### src/rtl/oam_dma_ctrl_pkg.sv
// Shared CPU-side definitions for the sprite DMA controller.
// Holds the DMA state encoding, the trigger register address and the
// memory-address mux selector used by the CPU datapath.
package oam_dma_ctrl_pkg;

    // CPU write to this address starts a 256-byte page copy into OAM
    localparam logic [15:0] DMA_REG_ADDR_C = 16'h4014;

    // Last byte index of a page; the copy ends after writing this index
    localparam logic [7:0] DMA_LAST_IDX = 8'hFF;

    typedef enum logic [2:0] {
        DMA_IDLE,
        DMA_HALT,
        DMA_ALIGN,
        DMA_READ,
        DMA_WRITE
    } dma_state_t;

    // Source of the memory address presented to the bus
    typedef enum logic {
        CPU_ADDRESS,
        DMA_ADDRESS
    } ctrl_mux_mem_addr_t;

    // Source byte address for a DMA read: page in the high byte, index low
    function automatic logic [15:0] dma_src_addr(input logic [7:0] page,
                                                 input logic [7:0] idx);
        return {page, idx};
    endfunction

endpackage

### src/rtl/oam_dma_ctrl.sv
// Sprite DMA controller and CPU/DMA memory-bus arbiter.
// Stalls the CPU 513 cycles (514 on odd get/put parity) after a DMA register write.
// CPU has no backpressure path: while busy it is simply held off the bus via cpu_stall_o.
module oam_dma_ctrl
    import oam_dma_ctrl_pkg::*;
#(
    parameter int                       MEM_ADDR_SIZE = 16,
    parameter logic [MEM_ADDR_SIZE-1:0] DMA_REG_ADDR  = MEM_ADDR_SIZE'(DMA_REG_ADDR_C)
) (
    input  logic                     clk_i,
    input  logic                     rst_i,
    input  logic [MEM_ADDR_SIZE-1:0] cpu_mem_addr_i,
    input  logic                     cpu_mem_we_i,
    input  logic [7:0]               cpu_mem_wdata_i,
    input  logic [7:0]               mem_rdata_i,
    input  logic [7:0]               oam_base_i,
    output logic [MEM_ADDR_SIZE-1:0] mem_addr_o,
    output logic                     mem_we_o,
    output logic [7:0]               mem_wdata_o,
    output logic                     cpu_stall_o,
    output logic                     oam_we_o,
    output logic [7:0]               oam_addr_o,
    output logic [7:0]               oam_data_o,
    output logic                     busy_o
);

    dma_state_t          state_q, state_d;
    logic [7:0]          page_q, page_d;
    logic [7:0]          cnt_q, cnt_d;
    logic                parity_q;
    logic                trigger;
    ctrl_mux_mem_addr_t  addr_sel;
    logic                bus_we;
    logic                oam_wr;

    // Only a write to the DMA register while idle starts a copy; later
    // writes to it during a transfer are swallowed by the stalled bus.
    assign trigger = (state_q == DMA_IDLE) && cpu_mem_we_i &&
                     (cpu_mem_addr_i == DMA_REG_ADDR);

    // State, source page, byte counter and get/put parity registers
    always_ff @(posedge clk_i) begin
        if (rst_i) begin
            state_q  <= DMA_IDLE;
            page_q   <= 8'h00;
            cnt_q    <= 8'h00;
            parity_q <= 1'b0;
        end else begin
            state_q  <= state_d;
            page_q   <= page_d;
            cnt_q    <= cnt_d;
            parity_q <= ~parity_q;
        end
    end

    // Next-state: halt, optional alignment cycle, then 256 read/write pairs
    always_comb begin
        state_d = state_q;
        page_d  = page_q;
        cnt_d   = cnt_q;
        case (state_q)
            DMA_IDLE: begin
                if (trigger) begin
                    page_d  = cpu_mem_wdata_i;
                    cnt_d   = 8'h00;
                    state_d = DMA_HALT;
                end
            end
            DMA_HALT: begin
                // Reads must land on a get cycle; burn one cycle if on a put
                state_d = parity_q ? DMA_ALIGN : DMA_READ;
            end
            DMA_ALIGN: begin
                state_d = DMA_READ;
            end
            DMA_READ: begin
                state_d = DMA_WRITE;
            end
            DMA_WRITE: begin
                if (cnt_q == DMA_LAST_IDX) begin
                    state_d = DMA_IDLE;
                end else begin
                    cnt_d   = cnt_q + 8'd1;
                    state_d = DMA_READ;
                end
            end
            default: begin
                state_d = DMA_IDLE;
            end
        endcase
    end

    // Outputs: bus arbitration, CPU stall and OAM write strobe per state
    always_comb begin
        addr_sel = CPU_ADDRESS;
        bus_we   = 1'b0;
        oam_wr   = 1'b0;
        case (state_q)
            DMA_IDLE: begin
                bus_we = cpu_mem_we_i;
            end
            DMA_READ: begin
                addr_sel = DMA_ADDRESS;
            end
            DMA_WRITE: begin
                addr_sel = DMA_ADDRESS;
                oam_wr   = 1'b1;
            end
            default: begin
                // HALT/ALIGN: CPU address shown but no write reaches memory
                addr_sel = CPU_ADDRESS;
            end
        endcase

        mem_addr_o  = (addr_sel == DMA_ADDRESS)
                    ? MEM_ADDR_SIZE'(dma_src_addr(page_q, cnt_q))
                    : cpu_mem_addr_i;
        mem_wdata_o = cpu_mem_wdata_i;
        // Reset wins immediately: no bus or OAM write in a reset cycle
        mem_we_o    = bus_we & ~rst_i;
        oam_we_o    = oam_wr & ~rst_i;
        oam_addr_o  = oam_we_o ? (oam_base_i + cnt_q) : 8'h00;
        oam_data_o  = oam_we_o ? mem_rdata_i : 8'h00;
        busy_o      = (state_q != DMA_IDLE);
        cpu_stall_o = busy_o;
    end

endmodule

### config.mk
export PLATFORM = sky130hd
export DESIGN_NAME = oam_dma_ctrl
export DESIGN_NICKNAME = d
export VERILOG_FILES = /design/src/rtl/oam_dma_ctrl_pkg.sv /design/src/rtl/oam_dma_ctrl.sv
export SDC_FILE = /design/constraint.sdc
export NUM_CORES = 1
export LEC_CHECK = 0
export CAP_MARGIN = 20
export CORE_AREA = 5 5 75 77
export DETAILED_ROUTE_END_ITERATION = 8
export DIE_AREA = 0 0 80 82
export PLACE_DENSITY = 0.74
export SYNTH_ARGS = -nofsm -noshare
export SYNTH_HDL_FRONTEND = slang
export SYNTH_SLANG_ARGS = --single-unit
export TNS_END_PERCENT = 20
### constraint.sdc
create_clock -name clk_i -period 3 [get_ports clk_i]
set_clock_uncertainty 0.1 [all_clocks]
set_input_delay 0.9 -clock clk_i [delete_from_list [all_inputs] [get_ports clk_i]]
set_output_delay 0.9 -clock clk_i [all_outputs]
set_load 0.01 [all_outputs]
==> results of run 1 <==
==> what timing repair did <==
action                                 4_1_cts  5_1_grt
gates cloned                                 0        1
pin swaps                                   15       22
gates resized for setup                    125       38
setup endpoints to repair                   34       33
setup buffers                               10        5
endpoints found under the hold margin        0        0
==> per-stage QoR <==
stage                     worst slack [ps]   util  instances
final                                 -307  0.646        398
after global routing                  -355  0.646        398
after CTS                             -402  0.615        392
after detailed placement             -1110  0.574        378
after global placement               -1090  0.574        378
after floorplan                      -53.3      -        204
==> flip-flops by register name (all words and copies together) (netlist names) <==
name	count
parity_q	1
page_q	8
cnt_q	8
state_q	3
==> critical path, cell delays in order <==
cell	delay, ps
buf_6	90
or4b_4	510
buf_6	140
buf_6	110
inv_6	60
buf_6	140
a41oi_4	140
nand3_4	110
buf_6	100
==> report_power, final <==
group | switching [uW] | internal [uW] | total [uW]
logic | 148 | 173 | 321
clock network | 90.9 | 178 | 269
registers | 8.26 | 275 | 283
==> path summary, 6_finish.rpt <==
kind	slack, ps	end	startpoint
worst max-delay path	-310	oam_addr_o[6]	rst_i
worst min register to register	320	parity_q$_SDFF_PP0_	parity_q$_SDFF_PP0_
worst max register to register	750	cnt_q[5]$_SDFFE_PP0P_	cnt_q[1]$_SDFFE_PP0P_
worst min-delay path	320	parity_q$_SDFF_PP0_	parity_q$_SDFF_PP0_
==> synthesized netlist by cell type, types with 2 or more instances <==
master / count
a21oi_1: 16
nand2_1: 11
xnor2_1: 5
a211oi_1: 3
inv_1: 5
nor2_1: 10
nand2b_1: 5
a41oi_1: 2
and2_1: 11
o21a_1: 2
buf_2: 4
and3_1: 2
dfxtp_1: 20
nand3_1: 14
o21ai_0: 16
clkbuf_1: 4
or4_1: 2
o211ai_1: 3
a31oi_1: 2
nor4_1: 3
and4_1: 2
a311oi_1: 3
mux2_2: 16
buf_4: 11
nand4_1: 2
o2111ai_1: 2
nor3_1: 3
buf_6: 2
ha_1: 8
==> cell families after synthesis <==
logic type	after synthesis	synth area share
simple gates	72	0.245
compound gates	55	0.208
buf+inv	26	0.0953
flops	20	0.240
mux	16	0.108
fa+ha+maj	9	0.0720
xor+xnor	6	0.0315
==> layer usage <==
metal | up-vias | share of wire
met5 | - | 0
li1 | 1000 | -
met3 | 11 | 0.083
met2 | 83 | 0.49
met1 | 917 | 0.41
met4 | 0 | 0.015
==> area by class of cell <==
type / count / area (sq um)
Tap cell: 70 / 87.6
Inverter: 5 / 23.8
Multi-Input combinational cell: 158 / 1370
Fill cell: 428 / 1750
Sequential cell: 20 / 400
Clock inverter: 1 / 30.0
Timing Repair Buffer: 141 / 1240
Clock buffer: 3 / 41.3
==> key figures, run 1 <==
Clock network
  • CTS tree: built
  • H-tree depth: 1
  • CTS Sinks: 20
  • Clk Latency, worst-skew pair: 260 ps
  • Clock slew at reported path FFs: 70 ps
  • Root Buffer: clkbuf_8
  • CTS Buf Count: 3
  • CTS hold repair buffers: 0
  • Clock Path Buffers: 2

Routing
  • Drt first pass iters: 4
  • Post-Route WL: ~6000 um
  • Number of DRC markers in iteration 0: 25
  • DR vias: between 2000 and 2500
  • DRC Markers: 0
  • Number of vias per cell: slightly above 5
  • Post-route ant nets: 0
  • Wire per inst: approximately 15 um

Worst setup path
  • Worst setup EP type: primary output
  • R2R cell count: 7
  • Critical path class: in2out
  • CP arrival: approximately 2300 ps
  • Worst Path Required: roughly 2000 ps
  • Crit Path Max Fanout: 4
  • Critical path startpoint category: input port

Logic synthesis
  • Area share of the largest cell type after synthesis: 0.240
  • Synth Net Count: about 260
  • Register area share after synthesis: 0.240
  • Top_reg_cell synth: dfxtp_1
  • Synth Area per Inst: between 8 and 9 sq um
  • Dominant cell type by area after synthesis: dfxtp_1
  • Yosys warning total: 0
  • Synth Cell Area: about 1700 sq um
  • Mapped Cells: just over 200
  • EDFF count, synth: 0
  • Synth cell types: 44
  • Fraction of registers with async set/reset: 0
  • Flop and latch count out of synthesis: 20
  • Synth area leaders: dfxtp_1 (24%), mux2_2 (11%), ha_1 (6.0%)

Floorplanning
  • Die H: 82 um
  • Die area: around 6600 sq um
  • IO Pins: just under 90
  • Num rows: 26
  • Width of the die: ~80 um
  • Initial Utilization: 0.337
  • Core area: around 4900 sq um

Pwr
  • Total power: between 800 and 900 uW
  • Pleak: between 0.001 and 0.0015 uW
  • Peak supply drop: between 0.0002 and 0.00025 V
  • Power per cell area: 274 nW/um^2

Layout
  • # diodes: 0
  • Nets: between 300 and 400
  • Most common cell after layout, fill and taps aside: buf_4
  • Post-Layout Inst Area: roughly 3200 sq um
  • Most frequent cells in the layout: buf_4 (46), clkdlybuf4s50_1 (44), dfxtp_1 (20), buf_6 (19), dlygate4sd2_1 (18)
  • Area delta synth->final: 91.4%
  • Layout cells sized above 1: 0.405

Global route
  • First-pass GRT wire length: 9590 um
  • Tot GR Track Use: 0.179
  • Pin count of the biggest net entering global routing: 23
  • GR Util met1: 0.224
  • GRT overflow: 0
  • Busiest layer in global routing: met2
  • Global routing usage on met2: 0.309
  • Initial antenna violation count: 0
  • Vias in the first global route: slightly above 2000
  • M3 GR Usage: 0.0461

Worst hold path
  • Hold Path Stages: 1
  • Hold Path Class: reg2reg

Placed design
  • Area post-placement: between 2000 and 3000 sq um
  • DP Wirelength: roughly 4300 um
  • RePlAce Congestion: 0.866
  • # port buffers: 86

STA
  • Min Tclk post-route: 3310 ps
  • Final Hold Fails: 0
  • Setup Viol. Count Final: 17
  • Final Max Tran Viols: 0
  • Worst-margin pin slew: ~530 ps
  • RSZ-0062 raised after global routing: true
  • Setup TNS Final: -2980 ps
  • Final worst path period share: 1.10
  • Max Freq: roughly 300 MHz
  • WHS: approximately 320 ps
  • Slew headroom: 0.646
  • Fin worst setup slack: -307 ps

Outcome
  • Failing checks: setup timing
  • Status: finished with violations

Job
  • Max Cap Viol: 0
No activity file was read; power rests on OpenSTA's default activity.
==> inputs of run 2 (changes only) <==
GPL_TIMING_DRIVEN = 0   (was default)
==> key figures, run 2 (synthesis gave the netlist of run 1 again) <==
Layout
  • Filler cells: 460 (+7.5%)
  • Post-Layout Inst Area: 2920 sq um (-8.5%)
  • Register area: 402 sq um (+0.31%)
  • Layout cells sized above 1: 0.422 (+0.0166)
  • Area delta synth->final: 75.2%
  • Nets: 361 (-5.2%)
  • Fin util: 0.591 (-0.0549)
  • Most frequent cells in the layout: clkdlybuf4s50_1 (35), buf_4 (28), buf_2 (21), dfxtp_1 (19), mux2_2 (16)
  • # diodes: 0 (unchanged)
  • Largest regs: cnt_q: 8 flops, page_q: 8 flops, state_q: 3 flops
  • Multi-input logic area: 1340 sq um (-2.3%)
  • Most common cell after layout, fill and taps aside: clkdlybuf4s50_1

Routing
  • Post-route ant nets: 0 (unchanged)
  • Wire per inst: 15.9 um (+4.9%)
  • DRC Markers: 0 (unchanged)
  • Drt first pass iters: 4 (unchanged)
  • Post-Route WL: 6020 um (-0.38%)
  • Number of vias per cell: 5.25 (+3.9%)
  • Number of DRC markers in iteration 0: 45 (+80%)
  • DR vias: 1984 (-1.3%)

Worst setup path
  • Worst setup EP type: primary output
  • CP Cell Sequence: buf_8 > ha_4 > fa_2 > a21o_1 > a21oi_4 > or4_4 > nand3_4 > buf_6
  • Critical path class: in2out
  • Bufs and invs on worst path: 2 (-4)
  • Worst Path Required: 2000 ps (about the same)
  • Reg-to-Reg Start: cnt_q[1]$_SDFFE_PP0P_
  • Max incr delay on CP: 520 ps (about the same)
  • R2r endpoint: cnt_q[5]$_SDFFE_PP0P_
  • Crit Path Max Fanout: 3 (-1)
  • R2r setup slk: 510 ps (-240 ps)
  • CP max stage cell: or4_4
  • Stages on worst setup path: 8 (-1)
  • Critical path startpoint category: input port
  • R2R cell count: 5 (-2)
  • CP arrival: 2240 ps (-70 ps)
  • Crit path max-delay family: simple AND/OR/NAND/NOR gates

STA
  • Worst-margin pin slew: 649 ps (+123 ps)
  • Final worst path period share: 1.08 (-0.0227)
  • Final Max Tran Viols: 0 (unchanged)
  • Fin worst setup slack: -239 ps (+68.0 ps)
  • WHS: 321 ps (+1.12 ps)
  • Final Hold Fails: 0 (unchanged)
  • Min Tclk post-route: 3240 ps (-68.0 ps)
  • Max Freq: 309 MHz (+2.1%)
  • Slew headroom: 0.562 (-0.0831)
  • Setup TNS Final: -1450 ps (+1520 ps)
  • RSZ-0062 raised after global routing: true
  • Setup Viol. Count Final: 18 (+1)

Pwr
  • Combinational share of power: 0.390 (+0.022)
  • Seq pwr share: 0.308 (-0.016)
  • Switching share of total power: 0.292 (+0.00910)
  • Pleak: 0.00118 uW (-9.7%)
  • Peak supply drop: 0.000320 V (+35%)
  • Power per cell area: 310 nW/um^2 (+13%)
  • Clock Power Share: 0.303 (-0.005)
  • Total power: 905 uW (+3.6%)
  • Power Internal: 641 uW (+2.3%)
  • P_sw: 264 uW (+7.0%)

Outcome
  • Failing checks: setup timing
  • Status: finished with violations

Clock network
  • CTS Buf Count: 3 (unchanged)
  • H-tree depth: 1 (unchanged)
  • Clock Path Buffers: 2 (unchanged)
  • Root Buffer: clkbuf_8
  • Clk Latency, worst-skew pair: 260 ps (about the same)
  • CTS Sinks: 20 (unchanged)
  • Clock slew at reported path FFs: 80 ps (about the same)
  • CTS tree: built

Floorplanning
  • Width of the die: 80 um (unchanged)
  • Initial Utilization: 0.337 (unchanged)
  • Num rows: 26 (unchanged)
  • Die H: 82 um (unchanged)
  • Core area: 4940 sq um (unchanged)
  • Die area: 6560 sq um (unchanged)
  • IO Pins: 87 (unchanged)

Worst hold path
  • Min-delay src: parity_q$_SDFF_PP0_
  • Endpoint, Worst Hold: parity_q$_SDFF_PP0_
  • Hold Path Stages: 1 (unchanged)
  • Hold Path Class: reg2reg

Global route
  • Vias in the first global route: 2043 (+1.2%)
  • Initial antenna violation count: 0 (unchanged)
  • Tot GR Track Use: 0.186 (+0.00656)
  • Pin count of the biggest net entering global routing: 13 (-43%)
  • GRT overflow: 0 (unchanged)
  • First-pass GRT wire length: 9750 um (+1.6%)

Placed design
  • Area post-placement: 2680 sq um (-5.7%)
  • DP Wirelength: 4160 um (-3.0%)
  • RePlAce Congestion: 0.860 (-0.75%)
  • # port buffers: 86 (unchanged)

Job
  • Max Cap Viol: 0 (unchanged)
## run 2: cell types whose count changed in the layout (fill, tap and decap cells not counted), moves of 3 or more
| cell | delta |
|---|---|
| buf_4 | -18 |
| buf_2 | +12 |
| dlygate4sd2_1 | -11 |
| clkdlybuf4s50_1 | -9 |
| buf_6 | -6 |
| buf_8 | +3 |
| clkbuf_1 | +3 |
| clkbuf_2 | +3 |
| nand2_1 | -3 |
| nand2_2 | +3 |
| o21ai_1 | -3 |
## run 2: how the worst max path moves through the flow
stage                  startpoint            end
floorplan           oam_base_i[0]  oam_addr_o[4]
global placement            rst_i  oam_addr_o[6]
global route        oam_base_i[0]  oam_addr_o[6]
CTS                 oam_base_i[0]  oam_addr_o[6]
finish              oam_base_i[0]  oam_addr_o[6]
detailed placement          rst_i  oam_addr_o[6]
## run 2: worst reg2reg max path, cell delays in order (launching register included)
cell and delay (ps):
dfxtp_1 590, ha_1 330, nand4_1 130, o21ai_0 510
o21ai_0 420, a311oi_1 340
## run 2: routing by layer
metal | track usage | part of all wire | vias up
met5 | 0 | 0 | -
li1 | - | - | 961
met2 | 0.326 | 0.48 | 85
met4 | 0.0608 | 0.016 | 0
met1 | 0.225 | 0.42 | 929
met3 | 0.0406 | 0.082 | 9
## run 2: metrics by stage
step	setup slack, ps	instances
floorplan	-53.3	204
global placement	-1160	360
detailed placement	-1170	360
CTS	-294	375
global route	-279	378
finish	-239	378
## run 2: layout make-up
type                       count  share of cell area
multi-input combinational    159               0.457
timing repair buffer         100               0.290
sequential                    20               0.137
buffer                        20              0.0531
tap                           70              0.0300
clock buffer                   3              0.0141
clock inverter                 1              0.0103
inverter                       5             0.00771
## run 2: repair_timing
action / CTS / global route
resized for setup: 178 / 28
gates cloned: 3 / 0
hold buffers: 0 / 0
endpoints found under the hold margin: 0 / 0
setup buffers: 9 / 3
endpoints found under the setup margin: 42 / 34
pin swaps: 27 / 13
## run 2: power by group through the flow
stage | logic, uW | clock network [uW] | registers (uW)
2_1_floorplan | 165 | 0 | 284
3_3_place_gp | 332 | 0 | 284
3_5_place_dp | 335 | 0 | 285
4_1_cts | 356 | 274 | 279
5_1_grt | 383 | 288 | 280
6_report | 353 | 274 | 279
==> inputs of run 3 (changes only) <==
CTS_CLUSTER_DIAMETER = 50   (was default)
CTS_CLUSTER_SIZE = 28   (was default)
SKIP_CTS_REPAIR_TIMING = 1   (was default)
==> key figures, run 3 (synthesis gave the netlist of run 1 again) <==
Worst setup path
  • CP arrival: 2300 ps (+60 ps)
  • Worst setup EP type: primary output
  • Crit Path Max Fanout: 5 (+2)
  • R2r setup slk: 520 ps (about the same)
  • R2r endpoint: cnt_q[7]$_SDFFE_PP0P_
  • Critical path class: in2out
  • Critical path startpoint category: input port
  • Max incr delay on CP: 520 ps (about the same)
  • Worst Path Required: 2000 ps (about the same)
  • CP max stage cell: or4b_4
  • CP Cell Sequence: buf_8 > or4b_4 > buf_8 > or4_4 > nand3_4 > buf_6
  • R2R cell count: 5 (unchanged)
  • CP most frequent cell: buf_8
  • Bufs and invs on worst path: 3 (+1)
  • Crit path max-delay family: simple AND/OR/NAND/NOR gates
  • Reg-to-Reg Start: cnt_q[1]$_SDFFE_PP0P_

Worst hold path
  • Hold Path Class: reg2reg
  • Min-delay src: parity_q$_SDFF_PP0_
  • Hold Path Stages: 1 (unchanged)
  • Endpoint, Worst Hold: parity_q$_SDFF_PP0_

Layout
  • Final non-filler cell total: 381 (+0.79%)
  • Largest regs: cnt_q: 8 flops, page_q: 8 flops, state_q: 3 flops
  • Nets: 364 (+0.83%)
  • Register area: 402 sq um (unchanged)
  • Multi-input logic area: 1320 sq um (-1.2%)
  • Layout cells sized above 1: 0.383 (-0.0394)
  • Filler cells: 439 (-4.6%)
  • Most common cell after layout, fill and taps aside: clkdlybuf4s50_1
  • Area delta synth->final: 83.6%
  • # diodes: 0 (unchanged)
  • Most frequent cells in the layout: clkdlybuf4s50_1 (36), buf_4 (32), dlymetal6s2s_1 (20), dfxtp_1 (19), mux2_2 (16)
  • Post-Layout Inst Area: 3060 sq um (+4.8%)

STA
  • Slew headroom: 0.581 (+0.0186)
  • Final Max Tran Viols: 0 (unchanged)
  • Min Tclk post-route: 3300 ps (+60.9 ps)
  • Worst-margin pin slew: 622 ps (-27.6 ps)
  • Setup TNS Final: -2740 ps (-1290 ps)
  • Final Hold Fails: 0 (unchanged)
  • Max Freq: 303 MHz (-1.8%)
  • Fin worst setup slack: -300 ps (-60.9 ps)
  • Setup Viol. Count Final: 17 (-1)
  • Final worst path period share: 1.10 (+0.0203)
  • RSZ-0062 raised after global routing: true

Routing
  • Number of DRC markers in iteration 0: 72 (+60%)
  • Post-route ant nets: 0 (unchanged)
  • Number of vias per cell: 5.21 (-0.74%)
  • DRC Markers: 0 (unchanged)
  • Drt first pass iters: 4 (unchanged)
  • Wire per inst: 15.6 um (-2.0%)
  • Post-Route WL: 5950 um (-1.3%)
  • DR vias: 1985 (+0.050%)

Pwr
  • Switching share of total power: 0.286 (-0.00631)
  • Clock Power Share: 0.304 (about the same)
  • Power Internal: 645 uW (+0.68%)
  • Power per cell area: 295 nW/um^2 (-4.8%)
  • Peak supply drop: 0.000312 V (-2.6%)
  • Seq pwr share: 0.308 (about the same)
  • Pleak: 0.00137 uW (+16%)
  • P_sw: 258 uW (-2.4%)
  • Combinational share of power: 0.388 (-0.002)

Floorplanning
  • IO Pins: 87 (unchanged)
  • Core area: 4940 sq um (unchanged)
  • Num rows: 26 (unchanged)
  • Initial Utilization: 0.337 (unchanged)
  • Die area: 6560 sq um (unchanged)
  • Die H: 82 um (unchanged)
  • Width of the die: 80 um (unchanged)

Global route
  • GR Util met1: 0.205 (-0.0198)
  • GRT overflow: 0 (unchanged)
  • Pin count of the biggest net entering global routing: 13 (unchanged)
  • M3 GR Usage: 0.0417 (+0.00110)
  • First-pass GRT wire length: 8760 um (-10%)
  • Vias in the first global route: 1895 (-7.2%)
  • Tot GR Track Use: 0.164 (-0.0214)
  • Busiest layer in global routing: met2
  • Initial antenna violation count: 0 (unchanged)
  • Global routing usage on met2: 0.275 (-0.0513)

Placed design
  • Area post-placement: 2680 sq um (unchanged)
  • DP Wirelength: 4160 um (unchanged)
  • # port buffers: 86 (unchanged)
  • RePlAce Congestion: 0.860 (unchanged)
  • Placed insts: 360 (unchanged)

Job
  • Max Cap Viol: 0 (unchanged)

Clock network
  • H-tree depth: 1 (unchanged)
  • CTS Sinks: 20 (unchanged)
  • Clock slew at reported path FFs: 90 ps (about the same)
  • CTS Buf Count: 3 (unchanged)
  • Clk Latency, worst-skew pair: 270 ps (about the same)
  • Root Buffer: clkbuf_8
  • Clock Path Buffers: 2 (unchanged)
  • CTS tree: built

Outcome
  • Status: finished with violations
  • Failing checks: setup timing
-- run 3: cell count changes in the layout (fill, tap and decap cells not counted), moves of 4 or more --
| cell | before | now |
|---|---|---|
| clkbuf_2 | 7 | 3 |
| dlygate4sd2_1 | 7 | 0 |
| buf_2 | 21 | 13 |
| dlymetal6s2s_1 | 1 | 20 |
| buf_4 | 28 | 32 |
-- run 3: worst register-to-register path, stage by stage (launching register included) --
cell and delay (ps):
dfxtp_1 590, ha_1 330, nand4_1 130, o21ai_0 510, o21ai_0 410, a311oi_1 330
-- run 3: worst max-delay path by stage --
stage,startpoint,end,cells after the start
finish,rst_i,oam_addr_o[5],6
global route,oam_base_i[0],oam_addr_o[6],8
CTS,rst_i,oam_addr_o[6],8
detailed placement,rst_i,oam_addr_o[6],8
global placement,rst_i,oam_addr_o[6],8
floorplan,oam_base_i[0],oam_addr_o[4],6
-- run 3: layer usage --
layer,wire [um],up-vias
met2,2830,95
met5,0,-
met1,2440,912
met4,123,0
met3,551,11
li1,-,967
-- run 3: per-stage QoR --
step / hold slack, ps / utilization / power, uW / setup WS, ps
finish: 322 / 0.619 / 903 / -300
global route: 341 / 0.619 / 948 / -340
CTS: 324 / 0.556 / 892 / -1180
detailed placement: 312 / 0.541 / 620 / -1170
global placement: 304 / 0.541 / 617 / -1160
floorplan: 294 / - / 449 / -53.3
-- run 3: cell type report --
type,instances,area share
multi-input cells,158,0.431
repair buffers,103,0.325
clock buffers,3,0.0135
flip-flops and latches,20,0.131
plain buffers,21,0.0535
clock inverters,1,0.00981
well taps,70,0.0286
inverters,5,0.00736
-- run 3: power by group through the flow --
stage,Sequential (uW),Clock (uW),Combinational [uW]
CTS,279,274,339
detailed placement,285,0,335
global placement,284,0,332
floorplan,284,0,165
finish,279,274,350
global route,280,287,381
==> variant 1, RTL diff (flow settings as in run 3) <==
`MEM_ADDR_SIZE`: 16 -> 8.
--- a/src/rtl/oam_dma_ctrl.sv
+++ b/src/rtl/oam_dma_ctrl.sv
@@ -4,7 +4,7 @@
 module oam_dma_ctrl
     import oam_dma_ctrl_pkg::*;
 #(
-    parameter int                       MEM_ADDR_SIZE = 16,
+    parameter int                       MEM_ADDR_SIZE = 8,
     parameter logic [MEM_ADDR_SIZE-1:0] DMA_REG_ADDR  = MEM_ADDR_SIZE'(DMA_REG_ADDR_C)
 ) (
     input  logic                     clk_i,
Ports: changed (resized cpu_mem_addr_i and mem_addr_o); port bits go from 87 to 71. No check against the original RTL was run, so the function may have changed too.
==> variant 1 against run 3 <==
The flow still finishes with violations (negative setup slack); sequential cell count shrank 8; combinational power is 46% lower; area after synthesis down 25%; critical endpoint is now oam_addr_o[7]; non-clock buffer count fell by 40; routed wire length is 32% lower; setup slack improved by 0.062 ns; synthesized cell count is 22% lower; power decreased by 44%; via count is 26% lower; design area is 28% lower; worst hold slack better by 0.0064 ns; sequential share of layout area decreased by 2.2 points; critical path depth rose by 2.
==> variant 1: results (changes against run 3) <==
synth_area_in_adders_pct: 9.57  # +2.4 points
gr-usage-all-layers_pct: 11.1  # -5.3 points
grt_start_max_net_pins: 11  # -2
worst_path_largest_cell_delay_ns: 0.26  # -0.26 ns
violations_in_the_final_reports: "negative setup slack"
hold_path_end: "parity_q"
drive_above_1_share_pct: 33.3  # -4.9 points
clock_latency_ns: 0.24  # -0.03 ns
cell_internal_power_dissipation_mw: 0.371  # -42%
synth_seq_area_share_pct: 19.1  # -4.9 points
viasPerCell: 4.85  # -6.8%
path_clk_slew_ns: 0.05  # -0.04 ns
design.final.nets: 277  # -24%
critical_path_peak_fanout: 2  # -3
synthMuxAreaShare_pct: 9.57  # -1.2 points
r2r-end: "cnt_q[4]"
largest_registers_in_the_final_layout: "cnt_q: 8 flops, state_q: 3 flops, parity_q: 1 flops"
critPathLaunch: "oam_base_i[1]"
syn_nets: 203  # -21%
worst_ir_drop_vdd_uv: 168  # -46%
worst_ep_arrival_time_ns: 2.24  # -0.06 ns
worst_setup_path_endpoint: "oam_addr_o[7]"
globalplace.congestion: 0.810  # -5.8%
synthXorXnorAreaFrac_pct: 1.40  # -1.8 points
grt_pass1_vias: 1302  # -31%
n_fill_cell: 497  # +13%
routedWlPerCell_um: 13.4  # -14%
worst_slew_margin_rel_pct: 68.2  # +10 points
yosys.cell_types.count: 50  # +14%
run_status: "complete, but fails checks"
cpMaxStageDelayCell: "sky130_fd_sc_hd__a211oi_2"
synth.top_cells.by_count: "sky130_fd_sc_hd__nand2_1, sky130_fd_sc_hd__dfxtp_1, sky130_fd_sc_hd__and2_1, sky130_fd_sc_hd__nor2_1, sky130_fd_sc_hd__buf_4"
overall_power_consumption_mw: 0.506  # -44%
power.share.clock_pct: 28.6  # -1.8 points
setup.reg_to_reg.worst_slack_ns: 1.02  # +0.50 ns
ys_top_cells_by_area: "sky130_fd_sc_hd__dfxtp_1, sky130_fd_sc_hd__ha_1, sky130_fd_sc_hd__mux2_2, sky130_fd_sc_hd__buf_4, sky130_fd_sc_hd__and2_1"
grt_first_pass_wirelength_mm: 5.92  # -32%
setup_slack_ns: -0.237  # +0.0622 ns
total_leakage_power_nw: 1.04  # -24%
port_buffers: 62  # -28%
endpoints_failing_setup: 16  # -1
post_dp_area_um2: 1970  # -26%
dr.first_iter.drc_count: 32  # -56%
detailedPlacementHpwl_mm: 3.09  # -26%
power.share.sequential_pct: 34.2  # +3.4 points
[variant 1: metrics by stage]
step	TNS, ns	instances	hold slack (ns)	setup WS [ns]
after floorplan	0	159	0.289	0.00286
after global placement	-17.23	291	0.314	-1.14
after detailed placement	-17.32	291	0.324	-1.13
after CTS	-18.10	294	0.330	-1.14
after global routing	-2.44	301	0.337	-0.318
final	-1.66	301	0.329	-0.237
[variant 1: final cells by class]
class                           count  area, um^2  area share [%]
Multi-Input combinational cell    126        1040            47.1
Timing Repair Buffer               69         648            29.3
Sequential cell                    12         241            10.9
Clock buffer                        3        41.3            1.87
Inverter                            6        25.0            1.13
Tap cell                           70        87.6            3.96
Buffer                             15         128            5.77
[variant 1: metal layers]
layer	share of wire [%]	up-vias	global-route usage, %
li1	-	725	-
met1	41	662	13.5
met2	47	69	19.0
met3	11	5	3.51
met4	1.2	0	3.04
met5	0	-	0
==> variant 2, RTL diff (config.mk and constraints of run 3) <==
Without the edit above. Encoding of `dma_state_t`: now one-hot (5 bits for 5 states).
--- a/src/rtl/oam_dma_ctrl_pkg.sv
+++ b/src/rtl/oam_dma_ctrl_pkg.sv
@@ -9,12 +9,12 @@
     // Last byte index of a page; the copy ends after writing this index
     localparam logic [7:0] DMA_LAST_IDX = 8'hFF;
 
-    typedef enum logic [2:0] {
-        DMA_IDLE,
-        DMA_HALT,
-        DMA_ALIGN,
-        DMA_READ,
-        DMA_WRITE
+    typedef enum logic [4:0] {
+        DMA_IDLE  = 5'b00001,
+        DMA_HALT  = 5'b00010,
+        DMA_ALIGN = 5'b00100,
+        DMA_READ  = 5'b01000,
+        DMA_WRITE = 5'b10000
     } dma_state_t;
 
     // Source of the memory address presented to the bus
Formal check against the unedited RTL: no difference found for any inputs over 10 cycles, from zero or initial values and one cycle with rst_i high; not proved beyond that.
==> variant 2 against run 3 <==
The flow still finishes with violations (negative setup slack); setup slack worse by 0.12 ns; core utilization decreased by 2.5 points; worst hold slack improved by 0.040 ns; non-clock buffer count fell by 10; sequential cell count increased by 2; fmax decreased by 3.4%; routed wire length shrank 7.7%; via count down 6.6%; design area fell by 4.0%; area after synthesis up 1.4%; register-to-register slack improved by 0.44 ns; global-route usage down 1.3 points; critical path type unchanged; critical endpoint is now oam_addr_o[6].
Power is not compared: it rests on default switching activity, and its combinational part moved more than twofold at a synthesized area within 25%.
==> variant 2: results (changes against run 3) <==
worst_slew_margin_rel_pct: 67.9  # +9.8 points
post_dp_area_um2: 2660  # -0.61%
endpoints_failing_setup: 16  # -1
worst_setup_path_endpoint: "oam_addr_o[6]"
run_status: "complete, but fails checks"
drt_first_pass_iters: 4  # unchanged
grt_start_max_net_pins: 12  # -1
cpMaxStageDelayCell: "sky130_fd_sc_hd__fa_2"
total_switching_power_mw: 0.150
violations_in_the_final_reports: "negative setup slack"
holdCritPathClass: "flip-flop to flip-flop"
h-tree-depth: 1  # unchanged
placement.setup.worst_slack_ns: -1.20  # -0.0252 ns
setup.reg_to_reg.worst_slack_ns: 0.96  # +0.44 ns
gr-usage-all-layers_pct: 15.1  # -1.3 points
detailedPlacementHpwl_mm: 4.04  # -3.0%
worst_ir_drop_vdd_uv: 144
synth_warnings: 0  # unchanged
synth_compound_gate_area_share_pct: 14.3  # -6.5 points
synthCells: 193  # -5.4%
grt_pass1_vias: 1776  # -6.3%
worst-r2r-cell-count: 6  # +1
antenna_cells_inserted: 0  # unchanged
number_of_buffers_on_the_longest_clock_path: 2  # unchanged
min_from: "parity_q"
yosys.cell_types.count: 45  # +2.3%
grt_antenna_before_repair: 0  # unchanged
routed_wirelength_mm: 5.49  # -7.7%
worst_path_largest_cell_delay_ns: 0.36  # -0.16 ns
synth.top_cells.by_count: "sky130_fd_sc_hd__dfxtp_1, sky130_fd_sc_hd__nor2_1, sky130_fd_sc_hd__and3_1, sky130_fd_sc_hd__mux2_2"
setup_slack_ns: -0.416  # -0.116 ns
tns_ns: -2.14  # +0.596 ns
worst_ep_arrival_time_ns: 2.42  # +0.12 ns
syn_nets: 245  # -4.3%
grt_first_pass_wirelength_mm: 8.03  # -8.3%
design.final.nets: 345  # -5.2%
critical_path.top_delay_family: "compound AO/OA/AOI/OAI gates"
port_buffers: 86  # unchanged
cts-buffers-inserted: 3  # unchanged
synthMuxAreaShare_pct: 16.0  # +5.2 points
synth_area_in_adders_pct: 7.10  # -0.10 points
dominantRegCellSynth: "sky130_fd_sc_hd__dfxtp_1"
largest_registers_in_the_final_layout: "cnt_q: 8 flops, page_q: 8 flops, state_q: 5 flops"
hold_path_end: "parity_q"
dr.first_iter.drc_count: 104  # +44%
r2r-end: "cnt_q[5]"
drive_above_1_share_pct: 31.3  # -7.0 points
post_route_non_filler_standard_cell_count: 361  # -5.2%
synthXorXnorAreaFrac_pct: 4.14  # +0.99 points
path_clk_slew_ns: 0.07  # -0.02 ns
critPathLaunch: "oam_base_i[0]"
hold_slack_ns: 0.362  # +0.0401 ns
clock_latency_ns: 0.26
critical_path_peak_fanout: 3  # -2
ys_top_cells_by_area: "sky130_fd_sc_hd__dfxtp_1, sky130_fd_sc_hd__mux2_2, sky130_fd_sc_hd__and3_1, sky130_fd_sc_hd__ha_1, sky130_fd_sc_hd__mux2i_1"
viasPerCell: 5.13  # -1.5%
globalplace.congestion: 0.764  # -11%
synth_seq_area_share_pct: 26.0  # +2.0 points
[variant 2: final cells by class]
type / instances / area, um^2
inverter: 4 / 15.0
clock buffer: 3 / 41.3
multi-input combinational: 148 / 1290
timing repair buffer: 95 / 927
tap: 70 / 87.6
fill: 446 / 2010
buffer: 19 / 140
sequential: 22 / 440
[variant 2: worst register-to-register path, delay by kind of cell, from the launching register on]
kind	cells	cell delay, ns
compound gates	2	0.46
flops	1	0.56
simple gates	3	0.57
fa+ha+maj	1	0.27
[variant 2: power groups by stage]
stage	Sequential (mW)	Combinational [mW]	Clock (mW)
after detailed placement	0.300	0.149	0
after CTS	0.293	0.150	0.184
after global placement	0.300	0.148	0
after global routing	0.294	0.170	0.205
final	0.293	0.158	0.185
after floorplan	0.300	0.0481	0
[variant 2: routing by layer]
layer,part of all wire (%),up-vias,routed length (um),GRT usage [%]
li1,-,898,-,-
met1,42,864,2290,19.0
met2,48,85,2610,25.0
met3,9.6,6,528,5.26
met4,1.1,0,63,3.21
met5,0,-,0,0
